File: src/rtl/wdt_window.sv
// -----------------------------------------------------------------------------
// wdt_window -- parametrised windowed watchdog
//
// A down-counter watchdog with an early-kick window, a pre-timeout warning,
// a stretched reset request, fault-cause reporting and a saturating fault
// counter. wdt_reset is intended to drive the reset request input of the
// system reset controller.
//
// Build option:
//   WDT_WINDOW_EN  defined   : a kick while count > WIN_OPEN is an early-kick
//                              fault (fault_cause = 2'b10).
//                  undefined : every kick while running reloads the counter;
//                              WIN_OPEN is only range-checked.
//
// Parameters:
//   CNT_W        down-counter width (TIMEOUT must fit in CNT_W bits)
//   TIMEOUT      reload value; the counter runs TIMEOUT..0
//   WIN_OPEN     a kick is legal only when count <= WIN_OPEN
//   WARN_THRESH  warn is high while running with count <= WARN_THRESH
//   RST_PULSE    wdt_reset high time in cycles (1..255)
//
// Ports:
//   clock        system clock, all state changes on the rising edge
//   reset        asynchronous active-low reset
//   enable       level, 1 = watchdog armed
//   kick         service request, sampled every rising edge
//   wdt_reset    registered reset request, RST_PULSE cycles per fault
//   warn         registered pre-timeout warning
//   fault_cause  00 none, 01 timeout, 10 early kick (holds the last fault)
//   timeout_cnt  saturating count of faults (timeouts + early kicks)
//   count        current counter value
// -----------------------------------------------------------------------------
module wdt_window #(
    parameter int CNT_W       = 16,
    parameter int TIMEOUT     = 1000,
    parameter int WIN_OPEN    = 500,
    parameter int WARN_THRESH = 100,
    parameter int RST_PULSE   = 4
) (
    input  logic             clock,
    input  logic             reset,
    input  logic             enable,
    input  logic             kick,
    output logic             wdt_reset,
    output logic             warn,
    output logic [1:0]       fault_cause,
    output logic [7:0]       timeout_cnt,
    output logic [CNT_W-1:0] count
);

    // -------------------------------------------------------------------------
    // Elaboration-time parameter sanity checks
    // -------------------------------------------------------------------------
    generate
        if (CNT_W < 1 || CNT_W > 32) begin : g_bad_cnt_w
            $error("wdt_window: CNT_W must be in 1..32");
        end
        if (TIMEOUT < 1 || longint'(TIMEOUT) >= (64'd1 << CNT_W)) begin : g_bad_timeout
            $error("wdt_window: TIMEOUT must be >= 1 and < 2**CNT_W");
        end
        if (WIN_OPEN < 0 || WIN_OPEN > TIMEOUT) begin : g_bad_win_open
            $error("wdt_window: WIN_OPEN must be in 0..TIMEOUT");
        end
        if (WARN_THRESH < 0 || WARN_THRESH >= TIMEOUT) begin : g_bad_warn
            $error("wdt_window: WARN_THRESH must be in 0..TIMEOUT-1");
        end
        if (RST_PULSE < 1 || RST_PULSE > 255) begin : g_bad_pulse
            $error("wdt_window: RST_PULSE must be in 1..255");
        end
    endgenerate

    // -------------------------------------------------------------------------
    // Constants
    // -------------------------------------------------------------------------
    localparam logic [CNT_W-1:0] TIMEOUT_C = CNT_W'(TIMEOUT);
    localparam logic [CNT_W-1:0] WARN_C    = CNT_W'(WARN_THRESH);
    localparam logic [CNT_W-1:0] ONE_C     = CNT_W'(1);
    localparam logic [CNT_W-1:0] ZERO_C    = '0;

    // The pulse counter holds the number of HOLD edges still to come before
    // the release edge, so it is loaded with RST_PULSE-1 on fault entry.
    localparam logic [7:0] PULSE_LAST_C = 8'(RST_PULSE - 1);

    localparam logic [1:0] CAUSE_NONE    = 2'b00;
    localparam logic [1:0] CAUSE_TIMEOUT = 2'b01;
    localparam logic [1:0] CAUSE_EARLY   = 2'b10;

    typedef enum logic [1:0] {
        ST_IDLE = 2'd0,
        ST_RUN  = 2'd1,
        ST_HOLD = 2'd2
    } state_t;

    state_t     state_reg;
    logic [7:0] pulse_cnt_reg;

    // -------------------------------------------------------------------------
    // Kick classification
    // -------------------------------------------------------------------------
    logic early_kick;

`ifdef WDT_WINDOW_EN
    localparam logic [CNT_W-1:0] WIN_OPEN_C = CNT_W'(WIN_OPEN);
    // A kick while the counter is still above the window is a fault.
    assign early_kick = kick && (count > WIN_OPEN_C);
`else
    // Without the window every kick while running is a legal service.
    assign early_kick = 1'b0;
`endif

    // Fault counter increment that sticks at 255 instead of wrapping.
    logic [7:0] timeout_cnt_sat;
    assign timeout_cnt_sat = (timeout_cnt == 8'hFF) ? 8'hFF : (timeout_cnt + 8'd1);

    // Value the counter takes on a plain decrement; only used when count != 0.
    logic [CNT_W-1:0] count_dec;
    assign count_dec = count - ONE_C;

    // -------------------------------------------------------------------------
    // Watchdog state machine; every output is a register written here
    // -------------------------------------------------------------------------
    always_ff @(posedge clock or negedge reset) begin
        if (!reset) begin
            state_reg     <= ST_IDLE;
            count         <= TIMEOUT_C;
            wdt_reset     <= 1'b0;
            warn          <= 1'b0;
            fault_cause   <= CAUSE_NONE;
            timeout_cnt   <= 8'd0;
            pulse_cnt_reg <= 8'd0;
        end else begin
            case (state_reg)
                ST_IDLE: begin
                    // Counter parked at the reload value; kicks have no effect.
                    // Arming does not consume a count on the arming edge.
                    count     <= TIMEOUT_C;
                    warn      <= 1'b0;
                    wdt_reset <= 1'b0;
                    if (enable) begin
                        state_reg <= ST_RUN;
                    end
                end

                ST_RUN: begin
                    if (!enable) begin
                        state_reg <= ST_IDLE;
                        count     <= TIMEOUT_C;
                        warn      <= 1'b0;
                    end else if (early_kick) begin
                        state_reg     <= ST_HOLD;
                        count         <= TIMEOUT_C;
                        warn          <= 1'b0;
                        wdt_reset     <= 1'b1;
                        fault_cause   <= CAUSE_EARLY;
                        timeout_cnt   <= timeout_cnt_sat;
                        pulse_cnt_reg <= PULSE_LAST_C;
                    end else if (kick) begin
                        // Legal service, including a kick on the terminal count.
                        count <= TIMEOUT_C;
                        warn  <= 1'b0;
                    end else if (count == ZERO_C) begin
                        state_reg     <= ST_HOLD;
                        count         <= TIMEOUT_C;
                        warn          <= 1'b0;
                        wdt_reset     <= 1'b1;
                        fault_cause   <= CAUSE_TIMEOUT;
                        timeout_cnt   <= timeout_cnt_sat;
                        pulse_cnt_reg <= PULSE_LAST_C;
                    end else begin
                        // warn follows the value the counter is about to take.
                        count <= count_dec;
                        warn  <= (count_dec <= WARN_C);
                    end
                end

                ST_HOLD: begin
                    // The pulse always runs to completion: enable is only
                    // looked at on the release edge and kick is ignored.
                    count <= TIMEOUT_C;
                    warn  <= 1'b0;
                    if (pulse_cnt_reg == 8'd0) begin
                        wdt_reset <= 1'b0;
                        state_reg <= enable ? ST_RUN : ST_IDLE;
                    end else begin
                        pulse_cnt_reg <= pulse_cnt_reg - 8'd1;
                    end
                end

                default: begin
                    state_reg <= ST_IDLE;
                    count     <= TIMEOUT_C;
                    warn      <= 1'b0;
                    wdt_reset <= 1'b0;
                end
            endcase
        end
    end

endmodule

File: config.mk
export PLATFORM = sky130hd
export DESIGN_NAME = wdt_window
export DESIGN_NICKNAME = d
export VERILOG_FILES = /design/src/rtl/wdt_window.sv
export SDC_FILE = /design/constraint.sdc
export NUM_CORES = 1
export LEC_CHECK = 0
export BUFFER_PORTS_ARGS = -buffer_cell sky130_fd_sc_hd__buf_4
export CORE_ASPECT_RATIO = 1.5
export CORE_UTILIZATION = 34
export CTS_BUF_LIST = sky130_fd_sc_hd__clkbuf_8
export CTS_CLUSTER_SIZE = 20
export DETAILED_ROUTE_END_ITERATION = 8
export GPL_TIMING_DRIVEN = 0
export PLACE_DENSITY = 0.53
export SLEW_MARGIN = 10
export SYNTH_ARGS = -nofsm -noshare
export SYNTH_HDL_FRONTEND = slang
export SYNTH_SLANG_ARGS = --single-unit
File: constraint.sdc
create_clock -name clock -period 2.05 [get_ports clock]
set_input_delay 0.1025 -clock clock [delete_from_list [all_inputs] [get_ports clock]]
set_output_delay 0.1025 -clock clock [all_outputs]
set_load 0.01 [all_outputs]
# Yosys cells after proc, flatten, opt, wreduce, memory -nomap -nowiden
# Index checks and enable logic that the tools add are counted.
[op_classes]
reduce_logical = 8
n_eq_ne = 11
addsub = 3
n_lt_le_gt_ge = 1
bitwise = 1
n_mux = 26
[ops]
columns = ["op", "n"]
rows = [
  ["2-to-1 mux 16 bit", 4],
  ["2-to-1 mux 8 bit", 5],
  ["less-or-equal comparator 16 x 7 -> 1 bit, second input constant", 1],
  ["zero test 16 bit", 1],
  ["case mux 8 bit (2 select lines)", 1],
  ["subtractor 16 x 1 -> 16 bit, second input constant", 1],
  ["!= test 2 bit, second input constant", 6],
  ["AND reduction 4 bit", 3],
  ["2-to-1 mux 2 bit", 5],
  ["2-to-1 mux 1 bit", 9],
  ["adder 8 x 1 -> 8 bit, second input constant", 1],
  ["equality test 8 bit, second input constant", 1],
  ["zero test 8 bit", 1],
  ["subtractor 8 x 1 -> 8 bit, second input constant", 1],
  ["!= test 3 bit, second input constant", 2],
  ["case mux 2 bit (3 select lines)", 1],
  ["AND reduction 5 bit", 1],
  ["equality test 2 x 1 -> 1 bit, second input constant", 1],
  ["equality test 2 bit, second input constant", 1],
  ["zero test 2 bit", 1],
  ["case mux 1 bit (2 select lines)", 1],
  ["nonzero test 2 bit", 1],
  ["inverter 1 bit", 1],
]
[word_totals]
reg_bits = 37
word_cells = 57
out_inout_bits = 28

# Logic depth before layout (Yosys ltp)
[logic_depth]
depth_word = 6
mapped_depth = 8

# Worst setup path before layout
# Ideal clock, no wire load.
[synth_timing]
path_kind = "register to register"
start = "register count[0]"
end = "register timeout_cnt[7]"
n_path_buf = 1
setup_ns = 0.128
required_ns = 1.922
arrival_time_ns = 2.173
path_stages_with_launch = 9
path_slack_ns = -0.250
path_cell_list = "dfrtp_1 inv_1 ha_1 nor3b_2 nand4_2 or2_1 buf_6 nor4_4 mux2_1"
[synth_between]
elab_chain_len = 2
[synth_rtl]
columns = ["item", "line", "source"]
rows = [
  ["from (decl)", "48", "output logic [CNT_W-1:0] count"],
  ["from (signal assigned)", "171", "count <= count_dec;"],
  ["zero test 16 bit", "161", "end else if (count == ZERO_C) begin"],
  ["AND reduction 4 bit (no line)", "-", ""],
  ["to (signal assigned)", "155", "timeout_cnt <= timeout_cnt_sat;"],
  ["to (signal assigned)", "167", "timeout_cnt <= timeout_cnt_sat;"],
  ["to (decl)", "47", "output logic [7:0] timeout_cnt,"],
]
# Every way passes these cells.
# A chain may end at the register's enable or synchronous reset.

# Worst setup path after layout
# Ends and elaborated chain as after synthesis.

==> flow_summary.yaml <==
critical_path:
  r2r_cells: 8
  reg2reg_to: "timeout_cnt[7]"
  cp_max_fo: 8
  cp_slowest_cell: "dfrtp_2"
  crit_family: "simple AND/OR/NAND/NOR gates"
  worstPathRequired_ns: 2.23
  cp-end-kind: "register"
  worst-setup-path-type: "reg2reg"
  cpPeakStageDelay_ns: 0.45
  cp_data_arrival_time_ns: 2.21
  reg2reg_slack_ns: 0.02
  crit_buf_inv: 2
  reg2reg_from: "count[0]"
  startpoint_type: "register"
  crit_chain: "inv_2, ha_4, nor3b_4, nand4_4, or2_1, buf_6, nor4_4, mux2_4"
clocking:
  clk_path_buf_depth: 2
  cts_tree: "built"
  clock_sinks: 37
  htreeDepth: 2
  clkTransAtPathRegs_ns: 0.08
  cts_root_buf: "clkbuf_8"
  tritoncts.num_buffers: 5
  clk_latency_ns: 0.29
global_route:
  grt_pass1_vias: 1657
  grt_use_total_pct: 16.7
  grt_max_degree: 38
  grt_overflow: 0
  grt_pass1_wl_um: 7800
  antenna_found_initial: 0
logic_synthesis:
  synthFlopType: "dfrtp_1"
  synth_simple_gate_area_share_pct: 24.8
  syn_area_mm2: 0.00200
  syn_nets: 215
  async_reset_ff_share_pct: 100
  yosysWarnings: 0
  synth_edf_count: 0
  synthMuxAreaShare_pct: 2.13
  synth.avg_cell_area_um2: 9.69
  yosys.area_share.xor_xnor_pct: 4.82
  synth_top_family_by_area: "simple AND/OR/NAND/NOR gates"
  synth_compound_area_share_pct: 15.1
  yosys.area_share.adder_pct: 3.13
  ys_seq_elements: 37
  yosysSeqAreaShare_pct: 46.7
  netlist-cell-type-count: 52
  synthCells: 206
worst_hold_path:
  holdPathStages: 3
  hp-class: "in2reg"
  hold_end: "state_reg[0]"
  hold_start: "enable"
pwr:
  power_density_mw_per_mm2: 541
  p_int_uw: 1030
  p_leak_uw: 0.00113
  power.share.combinational_pct: 9.3
  power_uw: 1400
  ir_drop_v: 0.000358
  p_sw_uw: 361
  p_clk_share_pct: 36.7
  switching_share_pct: 25.9
  seqPwrFrac_pct: 54.0
cells_and_area:
  n_fill_cell: 566
  area_growth_pct: 29.1
  utilization_pct: 46.2
  finalInstanceArea_mm2: 0.00258
  final_nets: 261
  layout-drive-gt1-share_pct: 30.8
  largest_register_ffs: 16
  diodes: 0
timing:
  final.period_utilization_pct: 99.3
  worstMarginPinSlew_ns: 0.534
  tns_ns: 0
  max_freq_ghz: 0.491
  maxSlewViolCount: 0
  fin_skew_ns: 0.00677
  fin_ws_ns: 0.0151
  hold_violations: 0
  rsz0062_at_grt: "yes"
  maxSlewHeadroom_pct: 64.2
  setup_violations: 0
  fin_crit_ns: 2.03
die:
  initial_core_util_pct: 35.8
  dieArea_mm2: 0.00619
  coreArea_mm2: 0.00557
  rows: 33
  dieHeight_um: 95.9
  fp.dieW_um: 64.6
  pin_count: 32
detailed_routing:
  wl_per_cell_um: 14.5
  vias_per_cell: 5.31
  num_vias: 1715
  postRouteAntennaNets: 0
  dr.pass1.iters: 4
  first_iter_violations: 60
  drc: 0
  drt_wl_total_um: 4700
placement:
  place_congestion: 0.752
  dp_slack_ns: -0.322
  place_area_mm2: 0.00235
  io_buffers: 30
  dpl.hpwl_um: 3210
flow_run:
  timing.max_cap.violations: 0
outcome:
  status: "finished, final reports clean"
==> cell usage in the layout (no fill, tap or decap), types with 2 or more instances in the layout <==
cell type | netlist | routed
a21o_1 | 3 | 2
a21oi_1 | 10 | 10
a31oi_1 | 3 | 3
and3_1 | 2 | 2
buf_4 | 1 | 42
clkbuf_8 | 0 | 5
clkinv_2 | 0 | 2
dfrtp_1 | 31 | 29
dfrtp_2 | 0 | 2
dfstp_2 | 6 | 6
ha_1 | 5 | 4
inv_1 | 7 | 5
inv_2 | 0 | 2
mux2_4 | 0 | 2
mux2i_1 | 2 | 2
nand2_1 | 18 | 18
nand2b_1 | 4 | 4
nand3_1 | 8 | 8
nand3b_1 | 2 | 2
nand4_1 | 2 | 2
nor2_1 | 25 | 24
nor2b_1 | 4 | 4
nor3_1 | 8 | 6
nor4_1 | 4 | 3
nor4_4 | 2 | 4
o211ai_1 | 2 | 2
o21a_1 | 3 | 3
o21ai_0 | 10 | 9
o22ai_1 | 2 | 2
o41ai_1 | 2 | 2
xnor2_1 | 10 | 9
==> power groups by stage <==
stage	Clock [uW]	Sequential (uW)	Combinational [uW]
2_1_floorplan	0	768	60.2
3_3_place_gp	0	768	106
3_5_place_dp	0	768	107
4_1_cts	535	753	120
5_1_grt	556	755	143
6_report	511	754	130
==> synth_stat cells (all sizes together) (2+ instances only) <==
cell / number / share of area (%)
nor3b: 2 / 1.0
nand3: 8 / 2.0
mux2: 2 / 1.1
inv: 7 / 1.3
o21a: 3 / 1.1
nand2b: 4 / 1.3
ha: 5 / 3.1
nor2: 25 / 4.7
nand4: 3 / 1.3
dfrtp: 31 / 39
a2111oi: 2 / 0.88
a31oi: 3 / 0.94
nor4: 8 / 4.6
nand3b: 2 / 0.75
a21o: 3 / 1.1
nor3: 8 / 2.0
o21ai: 10 / 2.5
clkbuf: 3 / 0.56
nand2: 18 / 3.4
xnor2: 10 / 4.4
mux2i: 2 / 1.0
o211ai: 2 / 0.75
a21oi: 10 / 2.5
and3: 2 / 0.63
o22ai: 2 / 0.63
buf: 3 / 1.2
dfstp: 6 / 7.9
nor2b: 4 / 1.3
o41ai: 2 / 0.88
==> worst max-delay path by stage <==
stage,slack (ns),startpoint,endpoint,cells past startpoint
2_1_floorplan,-0.03,count[1],timeout_cnt[7],8
3_3_place_gp,-0.36,count[1],timeout_cnt[0],7
3_5_place_dp,-0.32,count[1],timeout_cnt[0],7
4_1_cts,0.01,count[4],timeout_cnt[7],7
5_1_grt,-0.07,count[0],timeout_cnt[7],8
6_report,0.02,count[0],timeout_cnt[7],8
==> area by class of cell <==
class                      count  area (um2)  share of cell area (%)
multi-input combinational    156        1100                    42.7
sequential                    37         936                    36.3
timing repair buffer          41         310                    12.0
tap                           70        87.6                    3.40
clock buffer                   5        68.8                    2.67
buffer                         4        30.0                    1.17
inverter                       7        26.3                    1.02
clock inverter                 3        17.5                   0.680
==> metal layers <==
layer,wire length (um),up-vias,GRT usage [%],share of wire [%]
li1,-,837,-,-
met1,1970,827,18.8,42
met2,2460,39,29.4,52
met3,132,12,3.20,2.8
met4,135,0,9.26,2.9
met5,0,-,0,0
==> worst min-delay path: stages <==
cell and delay, ns:
buf_4 0.09, o211ai_1 0.07, nand2_1 0.05
==> per-stage QoR <==
| step | instances | hold WS (ns) |
|---|---|---|
| 2_1_floorplan | 206 | -0.193 |
| 3_3_place_gp | 306 | 0.100 |
| 3_5_place_dp | 306 | 0.0976 |
| 4_1_cts | 320 | 0.0485 |
| 5_1_grt | 323 | 0.0596 |
| 6_report | 323 | 0.0572 |
==> repair_timing <==
item / 4_1_cts / 5_1_grt
resized for setup: 7 / 8
setup endpoints to repair: 15 / 18
endpoints found under the hold margin: 31 / 0
setup buffers: 7 / 3
hold buffers: 1 / 0
pin swaps: 2 / 2
==> logic make-up (layout without fill, tap and decap cells) <==
kind of cell               after synthesis  in the layout
DFF                                     37             37
AOI/OAI and AO/OA                       46             46
muxes                                    4              4
xor gates and xnor gates                11             11
other                                    1              1
buffers and inverters                   13             60
adders and majority gates                5              5
and+or+nand+nor                         89             89
Note: power is estimated with default switching activity, not from simulation.
